==> config.mk <==
export PLATFORM = sky130hd
export DESIGN_NAME = seq_multiplier
export DESIGN_NICKNAME = d
export VERILOG_FILES = /design/src/rtl/mult_pkg.sv /design/src/rtl/seq_multiplier.sv
export SDC_FILE = /design/constraint.sdc
export NUM_CORES = 1
export LEC_CHECK = 0
export CORE_UTILIZATION = 39
export DETAILED_ROUTE_END_ITERATION = 10
export PLACE_DENSITY_LB_ADDON = 0.1
export RECOVER_POWER = 100
export SLEW_MARGIN = 25
export SYNTH_ARGS = -nofsm -noshare
export SYNTH_HDL_FRONTEND = slang
export SYNTH_SLANG_ARGS = --single-unit
export TNS_END_PERCENT = 100
==> constraint.sdc <==
create_clock -name clk -period 3.9 [get_ports clk]
set_input_delay 0.78 -clock clk [delete_from_list [all_inputs] [get_ports clk]]
set_output_delay 0.78 -clock clk [all_outputs]
set_load 0.005 [all_outputs]
==> src/rtl/mult_pkg.sv <==
// Shared definitions for the sequential arithmetic blocks: FSM state encodings.
package mult_pkg;
  typedef logic [1:0] mstate_t;
  localparam mstate_t IDLE = 2'd0;
  localparam mstate_t RUN  = 2'd1;
  localparam mstate_t DONE = 2'd2;
endpackage

==> src/rtl/seq_multiplier.sv <==
// Radix-2 shift-add multiplier, fixed WIDTH-iteration latency, signed/unsigned operands.
module seq_multiplier
  import mult_pkg::*;
#(
  parameter int WIDTH = 4,
  parameter int CNT_W = $clog2(WIDTH+1)
) (
  input  logic               clk,
  input  logic               rst,
  input  logic               start,
  input  logic               signed_mode,
  input  logic [WIDTH-1:0]   multiplier,
  input  logic [WIDTH-1:0]   multiplicand,
  output logic               busy,
  output logic               done,
  output logic [2*WIDTH-1:0] product
);

  mstate_t            state;
  logic [CNT_W-1:0]   cnt;
  logic [2*WIDTH-1:0] acc, acc_nxt, mcand;
  logic [WIDTH-1:0]   mplier;
  logic               smode;
  logic               last;
  logic               accept;

  assign busy   = (state == RUN);
  assign done   = (state == DONE);
  assign last   = (cnt == CNT_W'(WIDTH-1));
  assign accept = start && (state == IDLE || state == DONE);

  // In signed mode the multiplier MSB carries weight -2^(WIDTH-1), so that
  // partial product is subtracted; the sign-extended multiplicand handles B.
  always_comb begin
    acc_nxt = acc;
    if (mplier[0])
      acc_nxt = (smode && last) ? acc - mcand : acc + mcand;
  end

  always_ff @(posedge clk or posedge rst) begin
    if (rst) begin
      state   <= IDLE;
      cnt     <= '0;
      acc     <= '0;
      mcand   <= '0;
      mplier  <= '0;
      smode   <= 1'b0;
      product <= '0;
    end else if (accept) begin
      state  <= RUN;
      cnt    <= '0;
      acc    <= '0;
      mplier <= multiplier;
      mcand  <= {{WIDTH{signed_mode & multiplicand[WIDTH-1]}}, multiplicand};
      smode  <= signed_mode;
    end else if (state == RUN) begin
      acc    <= acc_nxt;
      mcand  <= mcand << 1;
      mplier <= mplier >> 1;
      cnt    <= cnt + 1'b1;
      if (last) begin
        state   <= DONE;
        product <= acc_nxt;
      end
    end else begin
      state <= IDLE;
    end
  end

endmodule

== Yosys cells after proc, flatten, opt, wreduce, memory -nomap -nowiden ==
Cells that the tools add are included.
Word-level totals
  bits of input ports: 12
  register bits: 34
  word-level logic and storage cells: 35
Operators by class
  $add $sub $neg: 3
  reduce and logical (&&, ||, !) cells: 6
  bitwise operators: 2
  mux-type cells: 13
  eq/ne operators: 4
Operators with widths (count)
  $mux 8: 6
  $add 8x8->8: 1
  $mux 4: 2
  $sub 8x8->8: 1
  $mux 2: 3
  $mux 3: 2
  $add 3x1->3 const B: 1
  $eq 3x2->1 const B: 1
  $ne 3x1->1 const B: 1
  $reduce_and 3->1: 1
  $eq 2x1->1 const B: 1
  $eq 2x2->1 const B: 1
  $logic_and 1x1->1: 2
  $logic_not 2->1: 1
  $reduce_bool 2->1: 1
  $and 1x1->1: 1
  $logic_or 1x1->1: 1
  $not 1->1: 1

== Depth between registers and ports, before layout ==
  word-level depth: 6
  mapped depth: 13
  gate-level depth less buffers: 13

== Least setup slack after synthesis ==
OpenSTA, ideal clock, no wires.
  kind: register to register
  from: reg cnt[0]
  to: reg acc[7]
  arrival: 2.561 ns
  setup time: 0.069 ns
  stages on the path, launching flop included: 13
  slack: 1.269 ns
  clock period less this slack: 2.631 ns
  path buffers: 0
  cell sequence: dfrtp_1 ha_1 ha_1 and2_1 a21oi_1 xnor2_1 ha_1 a21o_1 a31o_2 a21oi_1 xnor2_1 a211o_1 nand3_1
On the way
  word-level cells in the longest chain between the ends: 6
RTL lines
  start: declaration: RTL line seq_multiplier.sv:20  | logic [CNT_W-1:0] cnt;
  start signal: assignment: RTL line seq_multiplier.sv:60  | cnt <= cnt + 1'b1;
  $eq 3x2->1: RTL line seq_multiplier.sv:29  | assign last = (cnt == CNT_W'(WIDTH-1));
  $logic_and 1x1->1: RTL line seq_multiplier.sv:37  | acc_nxt = (smode && last) ? acc - mcand : acc + mcand;
  $mux 8: RTL line seq_multiplier.sv:37
  $mux 8: RTL line seq_multiplier.sv:36  | if (mplier[0])
  $mux 8: RTL line seq_multiplier.sv:56  | end else if (state == RUN) begin
  $mux 8: RTL line seq_multiplier.sv:49  | end else if (accept) begin
  end signal: assignment: RTL line seq_multiplier.sv:57  | acc <= acc_nxt;
  end: declaration: RTL line seq_multiplier.sv:21  | logic [2*WIDTH-1:0] acc, acc_nxt, mcand;
Every way passes these cells. The select of a mux whose other input is x is not followed.
A chain may end at the register's enable or synchronous reset.

== Worst setup path in the final report ==
  from: reg state[1]
  to: out busy
On the way
  word-level cells in the longest chain between the ends: 1
RTL lines
  start: declaration: RTL line seq_multiplier.sv:19  | mstate_t state;
  start signal: assignment: RTL line seq_multiplier.sv:42  | state <= IDLE;
  start signal: assignment: RTL line seq_multiplier.sv:50  | state <= RUN;
  start signal: assignment: RTL line seq_multiplier.sv:62  | state <= DONE;
  $eq 2x1->1: RTL line seq_multiplier.sv:27  | assign busy = (state == RUN);
  end: declaration: RTL line seq_multiplier.sv:14  | output logic busy,
Every way passes these cells.

==> results.toml <==
[drt]
first_pass_iters = 4
drcViolationCount = 0
vias = 1483
drtIter0Drc = 59
routed_wl_mm = 3.82
viasPerCell = 5.32
avgRoutedWirePerCell_um = 13.7
drtAntennaViolNets = 0

[clock_network]
postCtsSetupRepairBufs = 0
cts.htree.levels = 2
cts_buffers = 5
cts_resized = 0
tritoncts = "built"
cts-root-buf = "clkbuf_8"
cts.reportedPaths.clkPinSlew_ns = 0.07
cts_hold_buf = 0
cts.path.max_buffers = 2
clk_latency_ns = 0.28
cts.sink_count = 34

[yosys]
synth-seq-cells = 34
synth_warnings = 0
syn_nets = 226
async_reset_ff_share_pct = 100
syn_area_um2 = 1880
yosysUniqueCellTypes = 39
synth-edff-count = 0
synth_top_area_cell = "dfrtp_1"
synth_cells = 203
synth_area_leaders = "dfrtp_1 (45%), nand2_1 (8.6%), ha_1 (6.7%)"
synth_area_per_cell_um2 = 9.26
synth_top_area_share_pct = 45.3
yosysMostFrequentCell = "nand2_1"
synth_ff_type = "dfrtp_1"
ys_seq_area_share_pct = 45.3
synth_commonest_cells = "nand2_1 (43), dfrtp_1 (34), o21ai_1 (14), ha_1 (10), inv_1 (9)"

[final_layout]
antenna_cells = 0
final_nets = 249
instances_no_fill = 279
drive_gt1_share_pct = 4.41
multi_input_comb_area_um2 = 956
fillers = 420
ff_latch_area_um2 = 851
syn2layout_area_growth_pct = 18.4

[timing]
skew_ns = 0.00245
whs_ns = 0.458
tightest_slew_ns = 1.83
fin_crit_sh_pct = 75.8
slew_headroom_pct = -21.8
grt_setup_unrepaired = "false"
setup_viol = 0
drv_slew = 35
hold_viol = 0
period_needed_ns = 2.96
max_freq_mhz = 338
tns_ns = 0

[global_route]
use_met1_pct = 22.6
antenna_found_initial = 0
grt_first_pass_wirelength_mm = 6.53
grt_pass1_vias = 1381
grt_most_used_layer = "met2"
grt_max_degree = 35
grt_use_total_pct = 16.6
use_met3_pct = 4.36
grt_overflow = 0
gr-usage-met2_pct = 25.6

[floorplan]
die_h_um = 71.4
start_util_pct = 41.7
io_pins = 22
fp-row-count = 24
core_area_um2 = 4500
die_w_um = 71.4
die_area_um2 = 5100

[power_and_ir_drop]
powerDensity_nw_per_um2 = 999
p_leak_nw = 1.03
irDropWorstVdd_uv = 328

[hold_path]
worstHoldStart = "product[2]"
hold_class = "reg2reg"

[setup_path]
crit_type = "reg2out"
r2r-start = "cnt[0]"
cp_max_fo = 21
cp_top_family = "buffers and inverters"
end_kind = "output pin"
arrival_ns = 2.18
slowest_delay_ns = 0.66
worst_setup_path_start_kind = "flip-flop"
slowest_stage = "dlygate4sd3_1"
cp-startpoint = "state[1]"
crit_required_ns = 3.12
cp.buffers_inverters = 2
crit_chain = "nand2b_1, inv_1, dlygate4sd3_1"

[run]
cap_viol_max_count = 1

[placed_design]
port_buffers = 21
dp_cells = 271
place.gp.congestion = 0.876
post-dp-hpwl_mm = 2.71

[run_status]
violations = "capacitance limit, slew limit"
status = "finished with violations"
## power breakdown
group	switching, mW	internal, mW	leakage, nW	total, mW
logic	0.703	0.594	0.553	1.30
clock network	0.121	0.142	0.0482	0.263
registers	0.156	0.508	0.429	0.664
total	0.980	1.24	1.03	2.22
## worst paths after layout
path | slack [ns] | cells after the start | end
worst max-delay path | 0.94 | 3 | busy
worst min-delay path | 0.46 | 2 | product[2]
worst max register to register | 1.06 | 12 | acc[7]
worst min register to register | 0.46 | 2 | product[2]
max in group asynchronous | 1.27 | 3 | acc[6]
min in group asynchronous | 1.59 | 3 | mcand[5]
## worst min-delay path, cell delays in order (launching register included)
cell and delay [ns]:
dfrtp_1 0.33, nand2_1 0.05, nand2_1 0.04
## layout by cell type, fill, tap and decap left out, types with 3 or more instances in the layout
master,netlist,routed
nand2_1,43,43
dfrtp_1,34,34
o21ai_0,2,13
dlygate4sd3_1,0,12
inv_1,9,11
ha_1,10,10
clkdlybuf4s50_1,0,9
nor2_1,8,8
xnor2_1,8,8
a21oi_1,8,8
a31oi_1,6,6
a22oi_1,6,6
clkbuf_8,0,6
nand3_1,5,5
xor2_1,4,4
mux2i_1,4,4
clkbuf_1,5,4
nor2b_1,3,3
nand2b_1,3,3
a22o_1,3,3
a21o_1,3,3
o21ai_1,14,3
## per-stage QoR
step	setup WS, ns	utilization (%)	power [mW]	area [um2]
2_1_floorplan	1.27	-	1.68	1880
3_3_place_gp	1.16	47.6	1.99	2150
3_5_place_dp	1.09	47.6	2.02	2150
4_1_cts	1.07	49.7	2.30	2240
5_1_grt	0.809	49.4	2.44	2230
6_report	0.943	49.4	2.22	2230
## per-layer routing
metal | up-vias | routed length, um | part of all wire [%]
met5 | - | 0 | 0
met4 | 0 | 64 | 1.7
met3 | 5 | 125 | 3.3
met2 | 28 | 1730 | 45
met1 | 705 | 1900 | 50
li1 | 745 | - | -
## registers in the layout, summed over array words and instances, names as in the netlist
name / cells
product: 8
mplier: 4
mcand: 8
state: 2
acc: 8
cnt: 3
smode: 1
## cells by family after synthesis
kind of cell	share of synthesized area, %
buffers and inverters	3.86
and+or+nand+nor	17.8
muxes	2.13
AOI/OAI and AO/OA	17.6
adders and majority gates	7.72
xor gates and xnor gates	5.59
DFF	45.3
## layout make-up
type,instances,area share (%)
inverter,11,1.85
clock inverter,1,0.225
clock buffer,7,3.88
multi-input combinational,150,42.9
tap,52,2.92
sequential,34,38.2
timing repair buffer,24,9.95
No activity file was read; power rests on OpenSTA's default activity.
